File: src/rtl/ft601q_tx_packer.sv
// Packs a framed 16-bit sample stream into header/data/trailer 32-bit words for ft601q_master_tx.
// Define FT_TX_CHECKSUM_EN to append a 32-bit sum of the frame's data words after the trailer.
module ft601q_tx_packer #(
    parameter logic [15:0] SYNC_HDR  = 16'hA55A,
    parameter logic [15:0] SYNC_TRL  = 16'h5AA5,
    parameter logic [15:0] PAD_VALUE = 16'h0000
) (
    input  logic        ft_clk,
    input  logic        ft_rst,
    input  logic        s_valid,
    input  logic [15:0] s_data,
    input  logic        s_sof,
    input  logic        s_eof,
    output logic        s_ready,
    input  logic        ft_rdy,
    input  logic        wr_full,
    output logic        wr_en,
    output logic [31:0] wr_data,
    output logic [15:0] frame_cnt,
    output logic [15:0] drop_cnt,
    output logic        busy
);

`ifdef FT_TX_CHECKSUM_EN
    typedef enum logic [2:0] {StIdle, StHdr, StPack, StTrl, StCsum} state_e;
`else
    typedef enum logic [2:0] {StIdle, StHdr, StPack, StTrl} state_e;
`endif

    state_e      state_q, state_d;
    logic        half_q, half_d;
    logic        pad_q, pad_d;
    logic [15:0] low_q, low_d;
    logic [31:0] out_q, out_d;
    logic        out_valid_q, out_valid_d;
    logic [15:0] word_cnt_q, word_cnt_d;
    logic [15:0] frame_cnt_q, frame_cnt_d;
    logic [15:0] drop_cnt_q, drop_cnt_d;
`ifdef FT_TX_CHECKSUM_EN
    logic [31:0] csum_q, csum_d;
`endif

    logic        fire;
    logic        slot_free;
    logic        load;
    logic        data_load;
    logic [31:0] load_word;

    always_comb begin
        // Writes are suppressed while reset is held so a stale word never escapes.
        fire        = out_valid_q & ~wr_full & ft_rdy & ~ft_rst;
        slot_free   = ~out_valid_q | fire;
        state_d     = state_q;
        half_d      = half_q;
        pad_d       = pad_q;
        low_d       = low_q;
        out_d       = out_q;
        out_valid_d = out_valid_q & ~fire;
        word_cnt_d  = word_cnt_q;
        frame_cnt_d = frame_cnt_q;
        drop_cnt_d  = drop_cnt_q;
`ifdef FT_TX_CHECKSUM_EN
        csum_d      = csum_q;
`endif
        s_ready     = 1'b0;
        load        = 1'b0;
        data_load   = 1'b0;
        load_word   = '0;

        unique case (state_q)
            StIdle: begin
                s_ready = ~s_sof;
                if (s_valid && !s_sof) begin
                    if (drop_cnt_q != 16'hFFFF) drop_cnt_d = drop_cnt_q + 16'd1;
                end else if (s_valid && s_sof) begin
                    state_d = StHdr;
                end
            end
            StHdr: begin
                if (slot_free) begin
                    load       = 1'b1;
                    load_word  = {SYNC_HDR, frame_cnt_q};
                    word_cnt_d = '0;
`ifdef FT_TX_CHECKSUM_EN
                    csum_d     = '0;
`endif
                    state_d    = StPack;
                end
            end
            StPack: begin
                if (pad_q) begin
                    // Odd-length frame whose last sample arrived while the slot was busy.
                    if (slot_free) begin
                        load      = 1'b1;
                        data_load = 1'b1;
                        load_word = {PAD_VALUE, low_q};
                        half_d    = 1'b0;
                        pad_d     = 1'b0;
                        state_d   = StTrl;
                    end
                end else if (!half_q) begin
                    s_ready = 1'b1;
                    if (s_valid) begin
                        low_d = s_data;
                        if (s_eof && slot_free) begin
                            load      = 1'b1;
                            data_load = 1'b1;
                            load_word = {PAD_VALUE, s_data};
                            state_d   = StTrl;
                        end else begin
                            half_d = 1'b1;
                            pad_d  = s_eof;
                        end
                    end
                end else begin
                    s_ready = slot_free;
                    if (s_valid && slot_free) begin
                        load      = 1'b1;
                        data_load = 1'b1;
                        load_word = {s_data, low_q};
                        half_d    = 1'b0;
                        if (s_eof) state_d = StTrl;
                    end
                end
            end
            StTrl: begin
                if (slot_free) begin
                    load        = 1'b1;
                    load_word   = {SYNC_TRL, word_cnt_q};
                    frame_cnt_d = frame_cnt_q + 16'd1;
`ifdef FT_TX_CHECKSUM_EN
                    state_d     = StCsum;
`else
                    state_d     = StIdle;
`endif
                end
            end
`ifdef FT_TX_CHECKSUM_EN
            StCsum: begin
                if (slot_free) begin
                    load      = 1'b1;
                    load_word = csum_q;
                    state_d   = StIdle;
                end
            end
`endif
            default: state_d = StIdle;
        endcase

        if (load) begin
            out_d       = load_word;
            out_valid_d = 1'b1;
        end
        if (data_load) begin
            word_cnt_d = word_cnt_q + 16'd1;
`ifdef FT_TX_CHECKSUM_EN
            csum_d     = csum_q + load_word;
`endif
        end
        if (ft_rst) s_ready = 1'b0;
    end

    always_ff @(posedge ft_clk) begin
        if (ft_rst) begin
            state_q     <= StIdle;
            half_q      <= 1'b0;
            pad_q       <= 1'b0;
            low_q       <= '0;
            out_q       <= '0;
            out_valid_q <= 1'b0;
            word_cnt_q  <= '0;
            frame_cnt_q <= '0;
            drop_cnt_q  <= '0;
`ifdef FT_TX_CHECKSUM_EN
            csum_q      <= '0;
`endif
        end else begin
            state_q     <= state_d;
            half_q      <= half_d;
            pad_q       <= pad_d;
            low_q       <= low_d;
            out_q       <= out_d;
            out_valid_q <= out_valid_d;
            word_cnt_q  <= word_cnt_d;
            frame_cnt_q <= frame_cnt_d;
            drop_cnt_q  <= drop_cnt_d;
`ifdef FT_TX_CHECKSUM_EN
            csum_q      <= csum_d;
`endif
        end
    end

    assign wr_en     = fire;
    assign wr_data   = out_q;
    assign frame_cnt = frame_cnt_q;
    assign drop_cnt  = drop_cnt_q;
    assign busy      = (state_q != StIdle);

endmodule

File: config.mk
export PLATFORM = sky130hd
export DESIGN_NAME = ft601q_tx_packer
export DESIGN_NICKNAME = d
export VERILOG_FILES = /design/src/rtl/ft601q_tx_packer.sv
export SDC_FILE = /design/constraint.sdc
export NUM_CORES = 1
export LEC_CHECK = 0
export ABC_AREA = 1
export CAP_MARGIN = 0
export CORE_UTILIZATION = 49
export CTS_BUF_LIST = sky130_fd_sc_hd__clkbuf_4 sky130_fd_sc_hd__clkbuf_8 sky130_fd_sc_hd__clkbuf_16
export DETAILED_ROUTE_END_ITERATION = 8
export PLACE_DENSITY = 0.77
export SLEW_MARGIN = 10
export SYNTH_ARGS = -nofsm -noshare
export SYNTH_HDL_FRONTEND = slang
export SYNTH_SLANG_ARGS = --single-unit
File: constraint.sdc
create_clock -name ft_clk -period 1.52 [get_ports ft_clk]
set_input_delay 0.228 -clock ft_clk [delete_from_list [all_inputs] [get_ports ft_clk]]
set_output_delay 0.228 -clock ft_clk [all_outputs]
set_load 0.03 [all_outputs]
==> summary by stage <==
Outcome
The flow ran to the end, but the final reports show violations. The checks that failed: negative setup slack.

Global routing
The overall track demand over capacity in global routing is around 30%. The number of global-route vias before repair is approximately 5.9k. The residual overflow from global routing is 0.

The initial antenna violation count is 0. The first-pass GRT wire length is 28160 µm. The maximum number of pins on one net before global-route repair is between 40 and 50.

Worst setup path
Data on the critical path arrives at its endpoint at 1540 ps. The timing startpoint of the critical path is state_q[1]. The startpoint type of the worst setup path is a register. The data required time of the critical path is between 1000 and 1500 ps.

The cell depth of the worst flop-to-flop path is 12. The worst setup path category is register to primary output. STA classifies the critical path endpoint as a primary output. The maximum fanout count along the critical path is 3. The worst register-to-register path begins at state_q[1]. The worst register-to-register path ends at wr_data[20]. The worst setup slack for register-to-register paths is -230 ps. The critical path capture point is s_ready.

Synthesis
The summed instance area of the synthesized netlist is between 5000 and 6000 µm². The xor/xnor cell area share of the yosys netlist is under 10%. The adder-cell area share of the yosys netlist is between 1.5 and 2%.

sky130_fd_sc_hd__dfxtp_1 takes more of the synthesized area than any other cell. The top-area cell type share of the netlist area is 35.56%. In this run, synthesis inferred 0 flip-flops with an integrated enable. In this run, distinct cell masters in the synthesized netlist total 34. Summing the areas of all compound-gate instances in the mapped netlist gives 16.73% of the synthesized area. The number of nets in the synthesized netlist is 898.

Multiplexer cells account for 0% of the synthesized area. By area the synthesized netlist is led by sky130_fd_sc_hd__dfxtp_1, sky130_fd_sc_hd__nand2_1, sky130_fd_sc_hd__a21oi_1. After synthesis the netlist holds a flip-flop and latch count of approximately 100. The cell count after synthesis is just under 900. In this run the mean area of a mapped cell was roughly 6.6 µm².

The number of warnings issued by yosys is 0. In the synthesized netlist the dominant register cell turns out to be sky130_fd_sc_hd__dfxtp_1. The share of flip-flops with an asynchronous set or reset after synthesis is 0%. By count the netlist is led by sky130_fd_sc_hd__nand2_1, sky130_fd_sc_hd__dfxtp_1, sky130_fd_sc_hd__a21oi_1. Among all cell types in the netlist, the one instantiated most often is sky130_fd_sc_hd__nand2_1. Sequential elements use between 30% and 40% of the synthesized area. The simple-gate share of the synthesized area is about a third. By area, the combinational part of the netlist is dominated by simple AND/OR/NAND/NOR gates.

CTS
The cell at the root of the clock tree is sky130_fd_sc_hd__clkbuf_16. The H-tree was split into 3 levels. The clock slew seen by the registers of the worst setup and hold paths is about 70 ps. TritonCTS built the clock tree. The clock reaches the later pin of the worst-skew pair after approximately 360 ps. The number of clock buffers inserted by TritonCTS is 9. The longest clock path from root to sink contains 2 buffers.

The CTS sink count is approximately 100.

Hold path
The path category of the worst min-delay check is register to register.

Layout
The diode insertion count for antenna repair is 0. The layout overhead on the synthesized area is 50.75%. The share of the core filled with cells in the final layout is ~77%.

The net count reported at finish is roughly 1.1k. The fraction of layout cells with a size suffix above 1 is between 20% and 30%.

Timing
Static timing analysis puts the maximum clock frequency at between 500 and 600 MHz. Setup repair after global routing could not meet its margin everywhere. The final-report hold violation count is 0. Across all setup checks in the final design, the least slack found is -245.6 ps. The worst max-slew margin expressed relative to the limit is a little under 70%. The number of setup violations in the final report is 78. Across the routed clock network, the largest skew measured is approximately 9.7 ps.

The count of pins over their slew limit came to 0. The slew at the pin with the worst max-slew slack is 466.1 ps. For the final routed database, the setup TNS stands at -10410 ps. The clock period minus final worst setup slack is 1766 ps.

The portion of the clock cycle consumed by the worst path in the final layout is 116.2%.

Floorplan
The floorplan step defined a die boundary enclosing around 12000 µm². The row count is 38. The number of ports placed on the die boundary is 90. The vertical die dimension is approximately 110 µm. For this configuration, the core starts out at a cell density of a little over 50%. The x dimension of the die is ~110 µm. The core area is about 11000 µm².

Place
The HPWL reported at the end of detailed placement is ~12000 µm. The routability-driven placement congestion ratio is 0.9374. OpenSTA, run right after detailed placement, puts the worst setup slack at -470.7 ps.

Buffers placed on the I/O ports in this run total around 90.

Routing
For this block, the routed nets add up to 19390 µm of wire. In this run the remaining antenna-violating nets after routing total 0. Dividing the detail-routed via count by the number of cells gives between 5 and 6. Detailed routing inserted a total of 6674 vias. The detailed router finished its first iteration with 610 violations. The pre-antenna-repair detailed-routing pass consisted of 5 iterations.

The wire length per cell is about 16 µm. The remaining design rule violation count is 0.

Run
Max-cap violations in this run came to 0.

Power
The maximum vdd drop is 1.429 mV. Summed over all cells, the static leakage comes to between 0.003 and 0.004 µW. The power density over the cells is 1486 nW/µm². Summing internal, switching and leakage power gives around 13000 µW.
==> worst min path at each step <==
stage,start,endpoint,slack [ps],cells past startpoint
4_1_cts,wr_data[3],wr_data[3],480,2
5_1_grt,frame_cnt[14],frame_cnt[14],510,2
3_3_place_gp,wr_data[14],wr_data[14],460,2
6_report,wr_data[3],wr_data[3],470,2
3_5_place_dp,wr_data[3],wr_data[3],470,2
2_1_floorplan,s_data[10],low_q[10],360,2
==> worst max-delay path, cell delays in order (launching register included) <==
cell and delay (ps):
sky130_fd_sc_hd__dfxtp_2 360, sky130_fd_sc_hd__buf_6 110, sky130_fd_sc_hd__ha_4 130, sky130_fd_sc_hd__buf_6 120, sky130_fd_sc_hd__nand2_8 60, sky130_fd_sc_hd__clkinv_4 60
sky130_fd_sc_hd__o21ai_4 50, sky130_fd_sc_hd__a21oi_4 140, sky130_fd_sc_hd__buf_6 150
==> where the power goes <==
group          internal, µW  switching [µW]
Sequential             3160             308
Clock                  1360            1060
Combinational          3030            3820
==> layer usage <==
metal	up-vias	share of wire [%]	track usage (%)
li1	3161	-	-
met1	3060	40	38.94
met2	373	48	49.55
met3	80	7.4	3.794
met4	0	4.6	16.67
met5	-	0	0
==> sequential cells by signal, indices dropped and copies added (netlist names) <==
| signal | cells |
|---|---|
| drop_cnt | 16 |
| frame_cnt | 16 |
| half_q | 1 |
| low_q | 16 |
| out_valid_q | 1 |
| pad_q | 1 |
| state_q | 2 |
| word_cnt_q | 16 |
| wr_data | 32 |
==> kinds of logic (layout without fill, tap and decap cells) <==
logic type | after synthesis | after routing
and+or+nand+nor | 435 | 436
xor gates and xnor gates | 18 | 18
buffers and inverters | 133 | 300
adders and majority gates | 7 | 7
AOI/OAI and AO/OA | 174 | 174
DFF | 101 | 101
==> area by class of cell <==
cell class	instances	area (µm²)
multi-input cells	635	3645
flip-flops and latches	101	2044
repair buffers	196	2037
well taps	140	175.2
inverters	87	346.6
fillers	812	2507
clock buffers	14	299.0
clock inverters	2	12.51
repair inverters	1	11.26
==> timing repair <==
action | 4_1_cts | 5_1_grt
setup buffers | 15 | 12
gates cloned | 7 | 4
hold buffers | 0 | 0
resized for setup | 140 | 110
setup endpoints to repair | 137 | 95
pin swaps | 18 | 41
==> through the flow <==
step           area [µm²]  instances  hold slack (ps)
6_report             8571       1176            465.0
5_1_grt              8571       1176            507.8
3_5_place_dp         7244       1123            471.2
2_1_floorplan        5746        868            362.9
4_1_cts              8048       1160            483.4
3_3_place_gp         7244       1123            463.3
==> placed cells by master, fill, tap and decap left out, types with 5 or more instances in the layout <==
cell                              count
sky130_fd_sc_hd__buf_4               65
sky130_fd_sc_hd__nor3_1              10
sky130_fd_sc_hd__nand3_2             20
sky130_fd_sc_hd__nand2_4              7
sky130_fd_sc_hd__nand4_1             25
sky130_fd_sc_hd__o21ai_0             44
sky130_fd_sc_hd__buf_12              15
sky130_fd_sc_hd__inv_1               74
sky130_fd_sc_hd__buf_6               22
sky130_fd_sc_hd__o211ai_1             7
sky130_fd_sc_hd__dlygate4sd2_1       64
sky130_fd_sc_hd__or2_2                9
sky130_fd_sc_hd__nand2_1            203
sky130_fd_sc_hd__ha_4                 5
sky130_fd_sc_hd__inv_2                8
sky130_fd_sc_hd__a21oi_1             68
sky130_fd_sc_hd__nor2_2               9
sky130_fd_sc_hd__o21ai_1             10
sky130_fd_sc_hd__nand3_1             27
sky130_fd_sc_hd__nand2_2             16
sky130_fd_sc_hd__xnor2_1              5
sky130_fd_sc_hd__nor2_4               5
sky130_fd_sc_hd__xor2_1              12
sky130_fd_sc_hd__nand3b_1            16
sky130_fd_sc_hd__dfxtp_2              9
sky130_fd_sc_hd__dfxtp_1             89
sky130_fd_sc_hd__clkdlybuf4s50_1     20
sky130_fd_sc_hd__clkbuf_16           11
sky130_fd_sc_hd__nor2_1              80
sky130_fd_sc_hd__a21oi_2             25
sky130_fd_sc_hd__o22ai_2              5
Power figures use the tool's default switching activity.
